--- src/rtl/spi_pkg.sv ---
// Shared types and helpers for the SPI transmit master.
// Latency: n/a (declarations only).
// Backpressure: n/a.
package spi_pkg;

    // Transmit sequencer states
    typedef enum logic [2:0] {
        IDLE,
        SETUP,
        SHIFT,
        WAIT,
        HOLD,
        GAP
    } spi_state_e;

    // SPI modes encoded as {CPOL, CPHA}
    localparam logic [1:0] SPI_MODE0 = 2'b00;
    localparam logic [1:0] SPI_MODE1 = 2'b01;
    localparam logic [1:0] SPI_MODE2 = 2'b10;
    localparam logic [1:0] SPI_MODE3 = 2'b11;

    // Width of a counter that indexes all 2*data_w SCLK toggles of one word
    function automatic int bit_cnt_w(input int data_w);
        return $clog2(data_w) + 1;
    endfunction

endpackage

--- src/rtl/spi_clk_div.sv ---
// Tick generator: one-cycle tick every CLK_DIV clk cycles, counted from restart.
// Latency: first tick CLK_DIV cycles after restart is released.
// Backpressure: none; restart_i holds the count at zero.
module spi_clk_div #(
    parameter int CLK_DIV = 2
) (
    input  logic clk,
    input  logic rst_n,
    input  logic restart_i,
    output logic tick_o
);

    localparam int CW = (CLK_DIV > 1) ? $clog2(CLK_DIV) : 1;
    localparam logic [CW-1:0] CNT_LAST = CW'(CLK_DIV - 1);

    logic [CW-1:0] cnt_q;

    assign tick_o = !restart_i && (cnt_q == CNT_LAST);

    // Free-running modulo-CLK_DIV count, forced to zero while restart is held
    always_ff @(posedge clk or negedge rst_n) begin
        if (!rst_n) begin
            cnt_q <= '0;
        end else if (restart_i || (cnt_q == CNT_LAST)) begin
            cnt_q <= '0;
        end else begin
            cnt_q <= cnt_q + 1'b1;
        end
    end

endmodule

--- src/rtl/spi_tx_master.sv ---
// SPI transmit master: serialises words onto MOSI with SCLK and CS_n, multi-word frames.
// Latency: cs_n falls 1 cycle after accept; cs_n low CLK_DIV*(2*DATA_W+2) cycles per single word.
// Backpressure: tx_ready low while the one-entry holding buffer is occupied.
module spi_tx_master
    import spi_pkg::*;
#(
    parameter int DATA_W    = 8,
    parameter int CLK_DIV   = 2,
    parameter int CPOL      = 0,
    parameter int CPHA      = 0,
    parameter int LSB_FIRST = 0,
    parameter int CS_GAP    = 2
) (
    input  logic              clk,
    input  logic              rst_n,
    input  logic [DATA_W-1:0] tx_data,
    input  logic              tx_last,
    input  logic              tx_valid,
    output logic              tx_ready,
    output logic              sclk,
    output logic              mosi,
    output logic              cs_n,
    output logic              busy,
    output logic              frame_done
);

    localparam logic [1:0] MODE = {1'(CPOL), 1'(CPHA)};
    localparam bit IDLE_HI       = (MODE == SPI_MODE2) || (MODE == SPI_MODE3);
    localparam bit SHIFT_ON_LEAD = (MODE == SPI_MODE1) || (MODE == SPI_MODE3);

    localparam int BCW = bit_cnt_w(DATA_W);
    localparam logic [BCW-1:0] EDGE_LAST = BCW'(2 * DATA_W - 1);
    localparam int GW = (CS_GAP > 1) ? $clog2(CS_GAP) : 1;
    localparam logic [GW-1:0] GAP_LAST = GW'(CS_GAP - 1);

    spi_state_e        state_q;
    logic              hold_vld_q;
    logic [DATA_W-1:0] hold_dat_q;
    logic              hold_last_q;
    logic [DATA_W-1:0] sh_q;
    logic              last_q;
    logic [BCW-1:0]    edge_q;
    logic [GW-1:0]     gap_q;
    logic              sclk_q;
    logic              mosi_q;
    logic              cs_n_q;
    logic              done_q;

    logic              tick;
    logic              div_restart;
    logic              take;

    function automatic logic first_bit(input logic [DATA_W-1:0] w);
        return (LSB_FIRST != 0) ? w[0] : w[DATA_W-1];
    endfunction

    function automatic logic [DATA_W-1:0] advance(input logic [DATA_W-1:0] w);
        return (LSB_FIRST != 0) ? (w >> 1) : (w << 1);
    endfunction

    // The divider only times SETUP/SHIFT/HOLD; holding it in the other states
    // means every timed state starts with a fresh count. Timed states leave on
    // a tick, where the count wraps to zero by itself.
    assign div_restart = (state_q == IDLE) || (state_q == WAIT) || (state_q == GAP);

    spi_clk_div #(
        .CLK_DIV (CLK_DIV)
    ) u_clk_div (
        .clk       (clk),
        .rst_n     (rst_n),
        .restart_i (div_restart),
        .tick_o    (tick)
    );

    assign tx_ready   = !hold_vld_q;
    assign busy       = (state_q != IDLE) || hold_vld_q;
    assign sclk       = sclk_q;
    assign mosi       = mosi_q;
    assign cs_n       = cs_n_q;
    assign frame_done = done_q;

    // Shifter takes the buffered word: frame start, resume after WAIT,
    // gapless word chaining, or a new frame straight out of GAP
    always_comb begin
        take = 1'b0;
        case (state_q)
            IDLE:    take = hold_vld_q;
            SHIFT:   take = tick && (edge_q == EDGE_LAST) && !last_q && hold_vld_q;
            WAIT:    take = hold_vld_q;
            GAP:     take = (gap_q == GAP_LAST) && hold_vld_q;
            default: take = 1'b0;
        endcase
    end

    // Sequencer, shift register, SPI pin registers and holding buffer
    always_ff @(posedge clk or negedge rst_n) begin
        if (!rst_n) begin
            state_q     <= IDLE;
            hold_vld_q  <= 1'b0;
            hold_dat_q  <= '0;
            hold_last_q <= 1'b0;
            sh_q        <= '0;
            last_q      <= 1'b0;
            edge_q      <= '0;
            gap_q       <= '0;
            sclk_q      <= IDLE_HI;
            mosi_q      <= 1'b0;
            cs_n_q      <= 1'b1;
            done_q      <= 1'b0;
        end else begin
            done_q <= 1'b0;
            case (state_q)
                IDLE: begin
                    if (hold_vld_q) begin
                        cs_n_q  <= 1'b0;
                        state_q <= SETUP;
                    end
                end
                SETUP: begin
                    if (tick) state_q <= SHIFT;
                end
                SHIFT: begin
                    if (tick) begin
                        sclk_q <= ~sclk_q;
                        if (edge_q == EDGE_LAST) begin
                            edge_q <= '0;
                            if (last_q)           state_q <= HOLD;
                            else if (!hold_vld_q) state_q <= WAIT;
                        end else begin
                            edge_q <= edge_q + 1'b1;
                            // Even toggle index = leading edge, odd = trailing
                            if (SHIFT_ON_LEAD ? !edge_q[0] : edge_q[0]) begin
                                mosi_q <= first_bit(sh_q);
                                sh_q   <= advance(sh_q);
                            end
                        end
                    end
                end
                WAIT: begin
                    if (hold_vld_q) state_q <= SETUP;
                end
                HOLD: begin
                    if (tick) begin
                        cs_n_q  <= 1'b1;
                        done_q  <= 1'b1;
                        gap_q   <= '0;
                        state_q <= GAP;
                    end
                end
                GAP: begin
                    if (gap_q == GAP_LAST) begin
                        if (hold_vld_q) begin
                            cs_n_q  <= 1'b0;
                            state_q <= SETUP;
                        end else begin
                            state_q <= IDLE;
                        end
                    end else begin
                        gap_q <= gap_q + 1'b1;
                    end
                end
                default: state_q <= IDLE;
            endcase

            // Leading-edge sampling modes need the first bit on MOSI before SCLK moves
            if (take) begin
                hold_vld_q <= 1'b0;
                last_q     <= hold_last_q;
                if (SHIFT_ON_LEAD) begin
                    sh_q <= hold_dat_q;
                end else begin
                    mosi_q <= first_bit(hold_dat_q);
                    sh_q   <= advance(hold_dat_q);
                end
            end

            // Only accepted while empty, so never collides with a take
            if (tx_valid && !hold_vld_q) begin
                hold_vld_q  <= 1'b1;
                hold_dat_q  <= tx_data;
                hold_last_q <= tx_last;
            end
        end
    end

endmodule

--- config.mk ---
export PLATFORM = sky130hd
export DESIGN_NAME = spi_tx_master
export DESIGN_NICKNAME = d
export VERILOG_FILES = /design/src/rtl/spi_pkg.sv /design/src/rtl/spi_clk_div.sv /design/src/rtl/spi_tx_master.sv
export SDC_FILE = /design/constraint.sdc
export NUM_CORES = 1
export LEC_CHECK = 0
export CORE_UTILIZATION = 49
export DETAILED_ROUTE_END_ITERATION = 10
export GPL_TIMING_DRIVEN = 0
export PLACE_DENSITY = 0.74
export RECOVER_POWER = 50
export SYNTH_ARGS = -nofsm -noshare
export SYNTH_HDL_FRONTEND = slang
export SYNTH_HIERARCHICAL = 1
export SYNTH_SLANG_ARGS = --single-unit
--- constraint.sdc ---
create_clock -name clk -period 2.5 [get_ports clk]
set_clock_uncertainty 0.15 [all_clocks]
set_input_delay 0.375 -clock clk [delete_from_list [all_inputs] [get_ports clk]]
set_output_delay 0.375 -clock clk [all_outputs]
set_load 0.03 [all_outputs]
Word level (Yosys, flattened, before mapping)

Cells that the tools add are included.

Add/sub/neg operators: 3
Eq/ne operators: 14
Multiplexer cells: 34
Bitwise operators: 1
Reductions and logical operators: 27

Operators with widths:

| cell                  | count |
|---|---|
| $mux W8               | 5 |
| $mux W3               | 8 |
| $mux W1               | 16 |
| $pmux W3 S5           | 1 |
| $ne A2 B2 Y1 const B  | 6 |
| $reduce_bool A2 Y1    | 5 |
| $reduce_and A7 Y1     | 1 |
| $eq A3 B2 Y1 const B  | 2 |
| $eq A3 B3 Y1 const B  | 2 |
| $logic_and A1 B1 Y1   | 6 |
| $pmux W1 S3           | 2 |
| $reduce_bool A3 Y1    | 2 |
| $add A4 B1 Y4 const B | 1 |
| $eq A4 B4 Y1 const B  | 1 |
| $logic_or A1 B1 Y1    | 4 |
| $mux W4               | 1 |
| $reduce_and A2 Y1     | 2 |
| $reduce_and A4 Y1     | 1 |
| $eq A3 B1 Y1 const B  | 1 |
| $logic_not A1 Y1      | 3 |
| $logic_not A3 Y1      | 1 |
| $ne A3 B3 Y1 const B  | 1 |
| $reduce_and A3 Y1     | 1 |
| $add A1 B1 Y1 const B | 2 |
| 4 further kinds       | 4 |

Register bits after elaboration: 32
Input bits: 12
Output and inout port bits: 6
Logic and storage cells: 92

Longest topological paths before layout

Gate-level depths: netlist of the first run.

Depth after elaboration: 11
Gate-level depth with buffers: 10
Depth with buffers taken out: 8

Cells and area by module

Netlist of the first run, hierarchy kept.

Modules (own cells, without submodules):

| module        | instances | cells an instance | area each (sq um) | sequential area each (sq um) |
|---|---|---|---|---|
| spi_tx_master | 1         | 120               | 1,490.2           | 752.0 |
| spi_clk_div   | 1         | 3                 | 42.5              | 25.0 |

Worst setup path before layout of the first run

No wires, ideal clock.

Kind: reg2reg
From: register state_q[1]
To: register mosi_q (netlist: mosi)
Setup time: 0.125 ns
Arrival: 2.314 ns
Required time: 2.225 ns
Slack: -0.089 ns
Stages on the path, launching flop included: 11
Buffers on the path: 2
Clock period less this slack: 2.589 ns
Cells stage by stage: dfrtp_1 -> clkbuf_1 -> nand2b_1 -> nand2_1 -> a21o_1 -> nor2b_4 -> nor4bb_1 -> buf_4 -> nand3_4 -> mux2_1 -> mux2_4

Cells in the longest elaborated chain, start to end: 11
Elaborated cells between the ends (all ways): 19
Those cells by class: 4 x eq/ne; 2 x mux; 13 x reduce/logical

RTL lines:

| element                                                      | line                 | text |
|---|---|---|
| start, declared                                              | spi_tx_master.sv:36  | `spi_state_e state_q;` |
| start signal, assigned                                       | spi_tx_master.sv:98  | `state_q <= IDLE;` |
| start signal, assigned                                       | spi_tx_master.sv:116 | `state_q <= SETUP;` |
| start signal, assigned                                       | spi_tx_master.sv:120 | `if (tick) state_q <= SHIFT;` |
| $eq A3 B2 Y1 or $logic_not A3 Y1 (tied branches)             | spi_tx_master.sv:64  | `assign div_restart = (state_q == IDLE) \|\| (state_q == WAIT) \|\| (state_q == GAP);` |
| $logic_or A1 B1 Y1                                           | spi_tx_master.sv:64  |  |
| $logic_or A1 B1 Y1 *                                         | spi_tx_master.sv:64  |  |
| named net div_restart                                        | spi_tx_master.sv:50  | `logic div_restart;` |
| $logic_not A1 Y1 *                                           | spi_clk_div.sv:18    | `assign tick_o = !restart_i && (cnt_q == CNT_LAST);` |
| $logic_and A1 B1 Y1 *                                        | spi_clk_div.sv:18    |  |
| named net tick                                               | spi_tx_master.sv:49  | `logic tick;` |
| $logic_and A1 B1 Y1 (3 in a row)                             | spi_tx_master.sv:88  | `SHIFT: take = tick && (edge_q == EDGE_LAST) && !last_q && hold_vld_q;` |
| $pmux W1 S3                                                  | spi_tx_master.sv:86  | `case (state_q)` |
| $ne A2 B2 Y1 (no line) or $reduce_bool A2 Y1 (tied branches) | --                   |  |
| $reduce_and A4 Y1 (no line)                                  | --                   |  |
| end signal, assigned                                         | spi_tx_master.sv:133 | `mosi_q <= first_bit(sh_q);` |
| end signal, assigned                                         | spi_tx_master.sv:172 | `mosi_q <= first_bit(hold_dat_q);` |
| end, declared                                                | spi_tx_master.sv:45  | `logic mosi_q;` |

Mark *: on every way through the listed nets, which the timed path passes. The rest lies on a longest branch.
A chain may end at the register's enable or synchronous reset.

Worst setup path after layout of the first run

From: register state_q[1]
To: register sh_q[7]

Cells in the longest elaborated chain, start to end: 11
Elaborated cells between the ends (all ways): 19
Those cells by class: 4 x eq/ne; 2 x mux; 13 x reduce/logical

RTL lines:

| element                                                      | line                 | text |
|---|---|---|
| $eq A3 B2 Y1 or $logic_not A3 Y1 (tied branches)             | spi_tx_master.sv:64  |  |
| $logic_or A1 B1 Y1                                           | spi_tx_master.sv:64  |  |
| $logic_or A1 B1 Y1 *                                         | spi_tx_master.sv:64  |  |
| named net div_restart                                        | spi_tx_master.sv:50  |  |
| $logic_not A1 Y1 *                                           | spi_clk_div.sv:18    |  |
| $logic_and A1 B1 Y1 *                                        | spi_clk_div.sv:18    |  |
| named net tick                                               | spi_tx_master.sv:49  |  |
| $logic_and A1 B1 Y1 (3 in a row)                             | spi_tx_master.sv:88  |  |
| $pmux W1 S3                                                  | spi_tx_master.sv:86  |  |
| $ne A2 B2 Y1 (no line) or $reduce_bool A2 Y1 (tied branches) | --                   |  |
| $reduce_and A4 Y1 (no line)                                  | --                   |  |
| end signal, assigned                                         | spi_tx_master.sv:134 | `sh_q <= advance(sh_q);` |
| end signal, assigned                                         | spi_tx_master.sv:170 | `sh_q <= hold_dat_q;` |
| end signal, assigned                                         | spi_tx_master.sv:173 | `sh_q <= advance(hold_dat_q);` |
| end, declared                                                | spi_tx_master.sv:40  | `logic [DATA_W-1:0] sh_q;` |

Marks and branches as above.

==> out/qor.txt, run 1 <==
====================================================================================================
Most used flip-flop cell after synthesis .............................................. sky130_fd_sc_hd__dfrtp_1
Hold Violations, Final ................................................................            0
Multi-input gate area in the final layout .............................................      762 µm²
Worst hold path class ................................................................. flip-flop to flip-flop
Fill cell instance count of the final layout ..........................................          220
Clock tree from TritonCTS .............................................................        built
Wire length of the first global-routing pass ..........................................      4910 µm
Worst relative slew slack .............................................................      -0.0759
Antenna Nets Post-Route ...............................................................            0
RePlAce Congestion ....................................................................        0.947
Minimum period implied by the final worst setup slack .................................      2.49 ns
Boundary pin count ....................................................................           18
Sw power ..............................................................................     0.866 mW
Clock-pin slew reported for the worst setup and hold paths after clock tree synthesis .      0.10 ns
Worst hold path startpoint ............................................................ u_clk_div/cnt_q$_DFF_PN0_
Number of port buffers ................................................................           17
Overall power after layout ............................................................      2.44 mW
Setup CP Type ......................................................................... flip-flop to flip-flop
Total nets after synthesis ............................................................          136
Yosys synthesis warning count .........................................................            6
Pre-Repair DR Iteration Count .........................................................            7
Worst Setup Start Kind ................................................................    flip-flop
Number of setup violations in the final report ........................................            0
Synthesized instance count ............................................................          123
Routed WL .............................................................................      3130 µm
Max-cap violation count ...............................................................            1
Highest clock rate ....................................................................    0.402 GHz
Routed wire per std cell ..............................................................      16.1 µm
Data arrival time at the worst-slack endpoint .........................................      2.57 ns
Critical path, cell by cell ........................................................... buf_8, nand2b_4, nand2_2, a21o_1, nor2b_4, nor4bb_4, buf_4, nand3_4, mux2_1, mux2_4
RSZ-0062 raised after global routing ..................................................         true
H-tree depth reported by CTS ..........................................................            2
Layout cells sized above 1 ............................................................        0.344
Sequential share of the synthesized area ..............................................        0.507
Iter 0 DRT Violations .................................................................           41
Internal power component ..............................................................      1.58 mW
Failing checks ........................................................................ DRC, capacitance limit, slew limit
Site Rows .............................................................................           19
Global router's overall resource usage ................................................        0.200
Number of nets in the layout ..........................................................          175
Critical-path top delay cell .......................................................... sky130_fd_sc_hd__dfrtp_1
Share of power burned in registers ....................................................        0.363
Die Width .............................................................................      57.9 µm
Unique masters post-synth .............................................................           40
Fraction of synthesis flops using an asynchronous set or reset pin ....................         1.00
Gr ovfl total .........................................................................            0
Clock network latency to the later pin of the worst-skew pair .........................      0.34 ns
Pin count of the biggest net entering global routing ..................................           32
Mean cell area of the mapped netlist ..................................................     12.5 µm²
Number of CTS-inserted buffers ........................................................            5
Net switching share of the total power ................................................        0.354
Via count of the first global-routing pass ............................................        1,149
Cell area after technology mapping ....................................................     1530 µm²
Startpoint of the worst register-to-register path ..................................... state_q[1]$_DFFE_PN0P_
CP required ...........................................................................      2.58 ns
Crit path launch ...................................................................... state_q[1]$_DFFE_PN0P_
Register area .........................................................................      777 µm²
Clock tree buffer depth ...............................................................            2
Crit path largest cell delay ..........................................................      0.42 ns
Outcome ............................................................................... finished with violations
Placeable core region .................................................................     2850 µm²
Maximum ir drop on the vdd rail .......................................................   0.000517 V
Worst Path Max Fanout .................................................................            8
Root Buffer Master .................................................................... sky130_fd_sc_hd__clkbuf_4
Share of the core filled with cells ...................................................        0.697
Number of enable flip-flop cells after synthesis ......................................            0
Effective utilization at floorplan ....................................................        0.537
HPWL reported at the end of detailed placement ........................................      1850 µm
Count of vias placed by the detailed router ...........................................        1,126
Die Y .................................................................................      57.9 µm
Number of diodes added for antenna fixing .............................................            0
Fin crit share ........................................................................        0.996
Sinks on the clock net ................................................................           31
Total die area ........................................................................     3360 µm²
LEAKAGE ...............................................................................     0.911 nW
Commonest cells after routing, fill and taps aside .................................... sky130_fd_sc_hd__dfrtp_1, sky130_fd_sc_hd__buf_4, sky130_fd_sc_hd__clkdlybuf4s50_1, sky130_fd_sc_hd__mux2_4, sky130_fd_sc_hd__nand2_1
Most common library cell in the layout ignoring fill and taps ......................... sky130_fd_sc_hd__dfrtp_1
Max-slew violation count ..............................................................           32
Layout-stage area growth over the synthesis result ....................................        29.7%
Drt drc ...............................................................................            1
Power per standard cell area ..........................................................  1230 nW/µm²
Logic gate share of total power .......................................................        0.523
Detail-routed via count per cell ......................................................         5.80
Synthesis-stage register bit count ....................................................           31
Element type at the critical path end .................................................    flip-flop
Portion of total power attributed to the clock network ................................        0.114
Initial antenna violation count .......................................................            0
Actual slew at the worst max-slew pin .................................................      1.61 ns
====================================================================================================
## logic make-up after synthesis
group,synth area share
DFF,0.507
muxes,0.216
and+or+nand+nor,0.111
AOI/OAI and AO/OA,0.108
buffers and inverters,0.0392
xor gates and xnor gates,0.0114
adders and majority gates,0.00816
## timing repair
action                                  in CTS  in global routing
endpoints found under the setup margin      11                  8
hold endpoints to repair                     0                 30
pin swaps                                    1                  1
setup buffers                                7                  8
hold buffers                                 0                  1
gates resized for setup                      5                 13
## critical path: cells and delay by family, from the launching register on
family                 cells  cell delay (ns)
muxes                      2             0.60
AOI/OAI and AO/OA          1             0.18
and+or+nand+nor            5             0.72
DFF                        1             0.42
buffers and inverters      2             0.29
## state kept, by name, summed over array words and instances, names as in the netlist
name	cells
edge_q	4
sclk	1
sh_q	7
frame_done	1
cs_n	1
gap_q	1
mosi	1
last_q	1
hold_vld_q	1
hold_dat_q	8
hold_last_q	1
state_q	3
u_clk_div/cnt_q	1
## power groups by stage
stage / Combinational (mW) / Sequential, mW / Clock, mW
global placement: 0.978 / 0.856 / 0
CTS: 1.12 / 0.877 / 0.287
finish: 1.28 / 0.888 / 0.279
global route: 1.38 / 0.917 / 0.303
floorplan: 0.780 / 0.865 / 0
detailed placement: 1.02 / 0.868 / 0
## per-stage QoR
| step | hold WS (ns) | instances | TNS, ns | setup WS (ns) | cell area, µm² |
|---|---|---|---|---|---|
| 6_report | 0.285 | 194 | 0 | 0.00976 | 1990 |
| 5_1_grt | 0.326 | 194 | -0.397 | -0.0629 | 1990 |
| 4_1_cts | 0.286 | 185 | 0 | 0.00691 | 1870 |
| 3_5_place_dp | 0.274 | 171 | -2.46 | -0.300 | 1740 |
| 3_3_place_gp | 0.267 | 171 | -1.56 | -0.200 | 1740 |
| 2_1_floorplan | -0.0706 | 123 | 0 | 0.0138 | 1530 |
## path summary, 6_finish.rpt
kind                                             end  slack (ns)  cells after the start
setup / recovery                 sh_q[7]$_DFFE_PN0P_        0.01                     10
hold / removal             u_clk_div/cnt_q$_DFF_PN0_        0.29                      1
setup reg to reg                 sh_q[7]$_DFFE_PN0P_        0.01                     10
hold reg to reg            u_clk_div/cnt_q$_DFF_PN0_        0.29                      1
max in group asynchronous        sh_q[4]$_DFFE_PN0P_        0.44                      2
min in group asynchronous     state_q[0]$_DFFE_PN0P_        0.82                      2
## Yosys cell counts (2+ instances only)
master,n,share of area
sky130_fd_sc_hd__dfrtp_1,30,0.49
sky130_fd_sc_hd__mux2_1,10,0.073
sky130_fd_sc_hd__mux2_4,8,0.078
sky130_fd_sc_hd__nand2_1,8,0.020
sky130_fd_sc_hd__a21oi_1,6,0.020
sky130_fd_sc_hd__inv_1,6,0.015
sky130_fd_sc_hd__mux2_2,6,0.044
sky130_fd_sc_hd__clkbuf_1,3,0.0073
sky130_fd_sc_hd__mux2i_1,3,0.020
sky130_fd_sc_hd__nand2b_1,3,0.012
sky130_fd_sc_hd__nor2_1,3,0.0073
sky130_fd_sc_hd__nor2b_1,3,0.012
sky130_fd_sc_hd__o21ai_0,3,0.0098
sky130_fd_sc_hd__a21o_1,2,0.0098
sky130_fd_sc_hd__buf_4,2,0.0098
sky130_fd_sc_hd__nand3_1,2,0.0065
sky130_fd_sc_hd__o21ai_1,2,0.0065
## final cells by class
class                   count  share of cell area
flip-flops and latches     31               0.391
multi-input cells          80               0.383
repair buffers             33               0.147
clock buffers               7              0.0227
plain buffers               5              0.0227
well taps                  31              0.0195
inverters                   6              0.0113
clock inverters             1             0.00252
## metal layers
metal,up-vias,track usage,share of wire
met1,547,0.225,0.40
met3,15,0.0513,0.057
li1,520,-,-
met2,44,0.330,0.50
met4,0,0.143,0.040
met5,-,0,0
Power figures use the tool's default switching activity.
==> run 2: changes to the inputs <==
Settings changed: CORE_ASPECT_RATIO set to 0.5.
==> run 2 against run 1 <==
Effect of this change:
- the run ends with capacitance limit, slew limit left
- global-route usage is 0.68 points lower
- sequential cell count is the same
- combinational power hardly changed
- first-iteration DRC count grew 29%
- largest cell class unchanged
- largest power group unchanged
==> out/qor.txt, run 2 (synthesis gave the netlist of run 1 again) <==
====================================================================================================
Worst Setup Start Kind ................................................................    flip-flop
Minimum period implied by the final worst setup slack .................................      2.42 ns   -0.0713 ns
Leading registers by flop count ....................................................... hold_dat_q (8), sh_q (7), edge_q (4)
Fin crit share ........................................................................        0.968   -0.0285
Placed Instance Area ..................................................................     1750 µm²   +0.43%
Number of port buffers ................................................................           17   unchanged
Data arrival time at the worst-slack endpoint .........................................      2.44 ns   -0.13 ns
Largest register FFs ..................................................................            8   unchanged
Worst Path Max Fanout .................................................................           10   +2
Final setup TNS .......................................................................         0 ns   unchanged
Area of all placed cells without fillers ..............................................     2040 µm²   +2.7%
Routed WL .............................................................................      2930 µm   -6.3%
Element type at the critical path end .................................................    flip-flop
Top reg by flops ......................................................................   hold_dat_q
Layout cells sized above 1 ............................................................        0.346   +0.00235
Crit path largest cell delay ..........................................................      0.39 ns   -0.03 ns
Final cell count without fillers ......................................................          196   +1.0%
Number of CTS-inserted buffers ........................................................            5   unchanged
Critical path, cell by cell ........................................................... buf_8, buf_4, nor3_4, a21o_1, nor2b_4, nor4bb_4, buf_4, nand3_4, mux2_4, mux2_4
Highest clock rate ....................................................................    0.413 GHz   +2.9%
Gr ovfl total .........................................................................            0   unchanged
Number of nets in the layout ..........................................................          171   -2.3%
Detail-routed via count per cell ......................................................         5.32   -8.4%
Most common library cell in the layout ignoring fill and taps ......................... sky130_fd_sc_hd__dfrtp_1
Initial antenna violation count .......................................................            0   unchanged
Final worst slack .....................................................................    0.0810 ns   +0.0713 ns
Setup CP Type ......................................................................... flip-flop to flip-flop
Placeable core region .................................................................     2780 µm²   -2.5%
Number of diodes added for antenna fixing .............................................            0   unchanged
CP required ...........................................................................      2.52 ns   -0.06 ns
Hold Violations, Final ................................................................            0   unchanged
H-tree depth reported by CTS ..........................................................            2   unchanged
Max-cap violation count ...............................................................            1   unchanged
Highest metal layer used by the detailed router .......................................         met4
Worst hold path class ................................................................. flip-flop to flip-flop
Share of the core filled with cells ...................................................        0.734   +0.0372
Global router's overall resource usage ................................................        0.193   -0.00682
Length of routed met3 wiring ..........................................................       119 µm   -33%
Drt drc ...............................................................................            0   -1
Clock-pin slew reported for the worst setup and hold paths after clock tree synthesis .      0.07 ns   -0.03 ns
Clock network latency to the later pin of the worst-skew pair .........................      0.29 ns   -0.05 ns
Site Rows .............................................................................           13   -6
Pre-Repair DR Iteration Count .........................................................            4   -3
Wire length of the first global-routing pass ..........................................      4620 µm   -6.0%
Max-slew violation count ..............................................................           32   unchanged
Root Buffer Master .................................................................... sky130_fd_sc_hd__clkbuf_8
Number of setup violations in the final report ........................................            0   unchanged
Maximum ir drop on the vdd rail .......................................................   0.000632 V   +22%
Layout-stage area growth over the synthesis result ....................................        33.2%
Die Width .............................................................................      81.1 µm   +40%
Pin count of the biggest net entering global routing ..................................           32   unchanged
RePlAce Congestion ....................................................................        0.858   -9.3%
Iter 0 DRT Violations .................................................................           53   +29%
Worst relative slew slack .............................................................      -0.0940   -0.0181
Commonest cells after routing, fill and taps aside .................................... sky130_fd_sc_hd__dfrtp_1, sky130_fd_sc_hd__clkdlybuf4s50_1, sky130_fd_sc_hd__mux2_4, sky130_fd_sc_hd__buf_4, sky130_fd_sc_hd__nand2_1
Via count of the first global-routing pass ............................................        1,024   -11%
Effective utilization at floorplan ....................................................        0.551   +0.0138
Routed wire per std cell ..............................................................      15.0 µm   -7.3%
Power per standard cell area ..........................................................  1310 nW/µm²   +6.6%
Clock tree from TritonCTS .............................................................        built
Placed cells ..........................................................................          177   +3.5%
Logic depth of the worst register-to-register path ....................................           10   unchanged
Worst hold path stage count ...........................................................            1   unchanged
Met1 wire length ......................................................................      1400 µm   +12%
Outcome ............................................................................... finished with violations
Placement Setup Slack .................................................................    -0.238 ns   +0.0624 ns
Critical-path top delay cell .......................................................... sky130_fd_sc_hd__dfrtp_1
Failing checks ........................................................................ capacitance limit, slew limit
Antenna Nets Post-Route ...............................................................            0   unchanged
Sinks on the clock net ................................................................           31   unchanged
Routed wl met2 ........................................................................      1360 µm   -14%
Die Y .................................................................................      41.5 µm   -28%
HPWL reported at the end of detailed placement ........................................      1720 µm   -6.9%
Count of vias placed by the detailed router ...........................................        1,042   -7.5%
Total die area ........................................................................     3370 µm²   +0.39%
Clock tree buffer depth ...............................................................            2   unchanged
Boundary pin count ....................................................................           18   unchanged
Actual slew at the worst max-slew pin .................................................      1.64 ns   +0.0271 ns
LEAKAGE ...............................................................................     0.936 nW   +2.7%
====================================================================================================
## run 2: cell types whose count changed in the layout (fill, tap and decap cells not counted), sizes merged
cell	change
bufinv	+1
dlymetal6s2s	-1
clkdlybuf4s50	+1
dlygate4sd3	-1
buf	-3
clkbuf	-1
## run 2: power by group
| group | switching [mW] | total [mW] | leakage, nW | internal, mW |
|---|---|---|---|---|
| combinational | 0.526 | 1.28 | 0.499 | 0.750 |
| sequential | 0.166 | 0.891 | 0.376 | 0.725 |
| clock | 0.186 | 0.508 | 0.0612 | 0.322 |
| total | 0.878 | 2.68 | 0.936 | 1.80 |
## run 2: layer usage
metal | up-vias | global-route usage
met4 | 0 | 0.0857
li1 | 511 | -
met3 | 9 | 0.0747
met1 | 500 | 0.241
met2 | 22 | 0.297
met5 | - | 0
## run 2: worst paths after layout
path	to	start	slack, ns
min reg2reg	u_clk_div/cnt_q$_DFF_PN0_	u_clk_div/cnt_q$_DFF_PN0_	0.28
max reg2reg	sh_q[6]$_DFFE_PN0P_	state_q[2]$_DFFE_PN0P_	0.08
min	u_clk_div/cnt_q$_DFF_PN0_	u_clk_div/cnt_q$_DFF_PN0_	0.28
min in group asynchronous	hold_dat_q[4]$_DFFE_PN0P_	rst_n	0.35
max in group asynchronous	edge_q[0]$_DFFE_PN0P_	rst_n	0.89
max	sh_q[6]$_DFFE_PN0P_	state_q[2]$_DFFE_PN0P_	0.08
## run 2: timing repair
item                       in CTS  in global routing
hold endpoints to repair        0                  0
pin swaps                       1                  1
hold buffers                    0                  0
buffers inserted                5                  7
setup endpoints to repair      11                  9
gates resized for setup         4                 14
## run 2: final cells by class
cell class	instances	area (µm²)
repair buffers	29	267
flip-flops and latches	31	777
clock buffers	6	82.6
multi-input cells	80	763
clock inverters	2	35.0
plain buffers	5	48.8
inverters	6	22.5
well taps	37	46.3
fillers	180	739
## run 2: through the flow
step | hold slack [ns] | power (mW)
2_1_floorplan | -0.0706 | 1.65
3_3_place_gp | 0.265 | 1.85
3_5_place_dp | 0.271 | 1.88
4_1_cts | 0.281 | 2.51
5_1_grt | 0.315 | 2.83
6_report | 0.277 | 2.68
## run 2: critical path, delay by kind of cell (launching register included)
| family | cells | cell delay, ns |
|---|---|---|
| AND/OR/NAND/NOR | 4 | 0.57 |
| buffers and inverters | 3 | 0.43 |
| multiplexers | 2 | 0.59 |
| flip-flops | 1 | 0.39 |
| AO/OA/AOI/OAI | 1 | 0.18 |
==> run 3: changes to the inputs <==
Settings changed: CAP_MARGIN set to 40, CTS_CLUSTER_SIZE set to 28.
==> run 3 against run 2 <==
Effect of this change:
- the run now ends clean
- worst setup slack got worse by 0.016 ns
- sequential power is 1% lower
- critical path depth decreased by 1
==> out/qor.txt, run 3 (synthesis gave the netlist of run 1 again) <==
====================================================================================================
Power per standard cell area ..........................................................  1250 nW/µm²   -4.8%
Share of power burned in registers ....................................................        0.357   +0.024
Minimum period implied by the final worst setup slack .................................      2.44 ns   +0.0163 ns
Maximum ir drop on the vdd rail .......................................................   0.000682 V   +7.9%
Clock-pin slew reported for the worst setup and hold paths after clock tree synthesis .      0.07 ns   about the same
Data arrival time at the worst-slack endpoint .........................................      2.45 ns   about the same
Clock tree from TritonCTS .............................................................        built
Worst Path Max Fanout .................................................................           10   unchanged
Fill cell instance count of the final layout ..........................................          189   +5.0%
CP required ...........................................................................      2.51 ns   about the same
Number of setup violations in the final report ........................................            0   unchanged
RePlAce Congestion ....................................................................        0.858   unchanged
Hold Violations, Final ................................................................            0   unchanged
Worst-case hold path end point ........................................................ u_clk_div/cnt_q$_DFF_PN0_
Register area .........................................................................      777 µm²   unchanged
Outcome ...............................................................................    completed
Number of diodes added for antenna fixing .............................................            0   unchanged
Worst hold path startpoint ............................................................ u_clk_div/cnt_q$_DFF_PN0_
Gr ovfl total .........................................................................            0   unchanged
Max-cap violation count ...............................................................            0   -1
Pre-Repair DR Iteration Count .........................................................            4   unchanged
Leading registers by flop count ....................................................... hold_dat_q (8), sh_q (7), edge_q (4)
Total die area ........................................................................     3370 µm²   unchanged
Boundary pin count ....................................................................           18   unchanged
Startpoint of the worst register-to-register path ..................................... state_q[0]$_DFFE_PN0P_
Global router's overall resource usage ................................................        0.194   +0.000774
Die Y .................................................................................      41.5 µm   unchanged
Count of vias placed by the detailed router ...........................................        1,067   +2.4%
Number of CTS-inserted buffers ........................................................            5   unchanged
Clock tree buffer depth ...............................................................            2   unchanged
Iter 0 DRT Violations .................................................................           30   -43%
Largest register FFs ..................................................................            8   unchanged
Logic depth of the worst register-to-register path ....................................            9   -1
Antenna Nets Post-Route ...............................................................            0   unchanged
Root Buffer Master .................................................................... sky130_fd_sc_hd__clkbuf_8
Worst path top cell family by delay ................................................... simple AND/OR/NAND/NOR gates
Share of the core filled with cells ...................................................        0.712   -0.0220
Via count of the first global-routing pass ............................................        1,044   +2.0%
Number of port buffers ................................................................           17   unchanged
Most common library cell in the layout ignoring fill and taps ......................... sky130_fd_sc_hd__dfrtp_1
Worst hold path stage count ...........................................................            1   unchanged
Clock network latency to the later pin of the worst-skew pair .........................      0.28 ns   about the same
Layout cells sized above 1 ............................................................        0.289   -0.0566
Number of nets in the layout ..........................................................          172   +0.58%
Sw power ..............................................................................     0.840 mW   -4.3%
Worst Setup Start Kind ................................................................    flip-flop
Element type at the critical path end .................................................    flip-flop
Logic gate share of total power .......................................................        0.486   +0.009
Portion of total power attributed to the clock network ................................        0.157   -0.033
Fin crit share ........................................................................        0.974   +0.00651
Sinks on the clock net ................................................................           31   unchanged
Highest clock rate ....................................................................    0.411 GHz   -0.67%
Placeable core region .................................................................     2780 µm²   unchanged
Effective utilization at floorplan ....................................................        0.551   unchanged
Pin count of the biggest net entering global routing ..................................           18   -44%
LEAKAGE ...............................................................................     0.885 nW   -5.4%
Setup CP Type ......................................................................... flip-flop to flip-flop
Post-cts hold buffer count ............................................................            0   unchanged
Hold slack ............................................................................     0.274 ns   -0.00308 ns
Die Width .............................................................................      81.1 µm   unchanged
Drt drc ...............................................................................            0   unchanged
RSZ-0062 raised after global routing ..................................................         true
Crit path largest cell delay ..........................................................      0.41 ns   +0.02 ns
H-tree depth reported by CTS ..........................................................            2   unchanged
Worst hold path class ................................................................. flip-flop to flip-flop
Detail-routed via count per cell ......................................................         5.44   +2.4%
Site Rows .............................................................................           13   unchanged
Routed WL .............................................................................      2790 µm   -5.0%
Critical path buffer and inverter count ...............................................            2   -1
Worst relative slew slack .............................................................        0.462   +0.556
Worst R2R Setup Slack .................................................................      0.06 ns   -0.02 ns
Multi-input gate area in the final layout .............................................      729 µm²   -4.4%
Layout-stage area growth over the synthesis result ....................................        29.2%
Net switching share of the total power ................................................        0.340   +0.0118
Critical path, cell by cell ........................................................... buf_4, nor3_4, a21o_1, nor2b_4, nor4bb_4, buf_4, nand3_4, mux2_1, mux2_4
Overall power after layout ............................................................      2.47 mW   -7.6%
Internal power component ..............................................................      1.63 mW   -9.3%
Critical-path top delay cell .......................................................... sky130_fd_sc_hd__dfrtp_1
Max-slew violation count ..............................................................            0   -100%
Wire length of the first global-routing pass ..........................................      4710 µm   +1.9%
RR Endpoint ........................................................................... sh_q[4]$_DFFE_PN0P_
Initial antenna violation count .......................................................            0   unchanged
Top reg by flops ......................................................................   hold_dat_q
Most used cell, CP .................................................................... sky130_fd_sc_hd__buf_4
Commonest cells after routing, fill and taps aside .................................... sky130_fd_sc_hd__dfrtp_1, sky130_fd_sc_hd__clkdlybuf4s50_1, sky130_fd_sc_hd__buf_4, sky130_fd_sc_hd__mux2_1
Routed wire per std cell ..............................................................      14.2 µm   -5.0%
HPWL reported at the end of detailed placement ........................................      1810 µm   +5.0%
Actual slew at the worst max-slew pin .................................................     0.806 ns   -0.835 ns
====================================================================================================
-- run 3: cell types whose count changed in the layout (fill, tap and decap cells not counted), sizes merged --
cell         delta
bufinv          -1
dlygate4sd3     +1
-- run 3: stage by stage --
step                TNS, ns  area [µm²]  setup slack [ns]  cells
floorplan                 0        1530            0.0138    123
global placement      -2.34        1750            -0.269    177
detailed placement    -2.08        1770            -0.244    178
CTS                       0        1920           0.00625    190
global route        -0.0323        1980          -0.00812    196
finish                    0        1980            0.0648    196
-- run 3: power by group through the flow --
stage / combinational [mW] / sequential (mW) / clock [mW]
3_3_place_gp: 0.994 / 0.853 / 0
3_5_place_dp: 1.02 / 0.865 / 0
2_1_floorplan: 0.780 / 0.865 / 0
5_1_grt: 1.29 / 0.915 / 0.428
6_report: 1.20 / 0.882 / 0.388
4_1_cts: 1.14 / 0.853 / 0.403
-- run 3: worst max-delay path by stage --
stage / from / endpoint / slack, ns / depth (start not counted)
final: state_q[0]$_DFFE_PN0P_ / sh_q[4]$_DFFE_PN0P_ / 0.06 / 9
after global placement: state_q[0]$_DFFE_PN0P_ / sh_q[7]$_DFFE_PN0P_ / -0.27 / 8
after global routing: state_q[1]$_DFFE_PN0P_ / sh_q[6]$_DFFE_PN0P_ / -0.008 / 10
after CTS: state_q[1]$_DFFE_PN0P_ / sh_q[4]$_DFFE_PN0P_ / 0.006 / 10
after detailed placement: state_q[0]$_DFFE_PN0P_ / sh_q[5]$_DFFE_PN0P_ / -0.24 / 8
after floorplan: state_q[1]$_DFFE_PN0P_ / mosi$_DFFE_PN0P_ / 0.01 / 10
-- run 3: area by class of cell --
cell class              count  share of cell area
plain buffers               5              0.0208
clock buffers               6              0.0417
clock inverters             1             0.00253
inverters                   6              0.0114
multi-input cells          80               0.368
flip-flops and latches     31               0.392
well taps                  37              0.0234
repair buffers             30               0.140
-- run 3: layer usage --
layer	global-route usage	part of all wire	vias to the layer above
li1	-	-	511
met1	0.246	0.46	514
met2	0.303	0.48	38
met3	0.0615	0.051	4
met4	0.0893	0.0083	0
met5	0	0	-
-- run 3: timing repair --
action	4_1_cts	5_1_grt
setup buffers	5	7
gates resized for setup	3	5
pin swaps	1	0
endpoints found under the setup margin	11	9
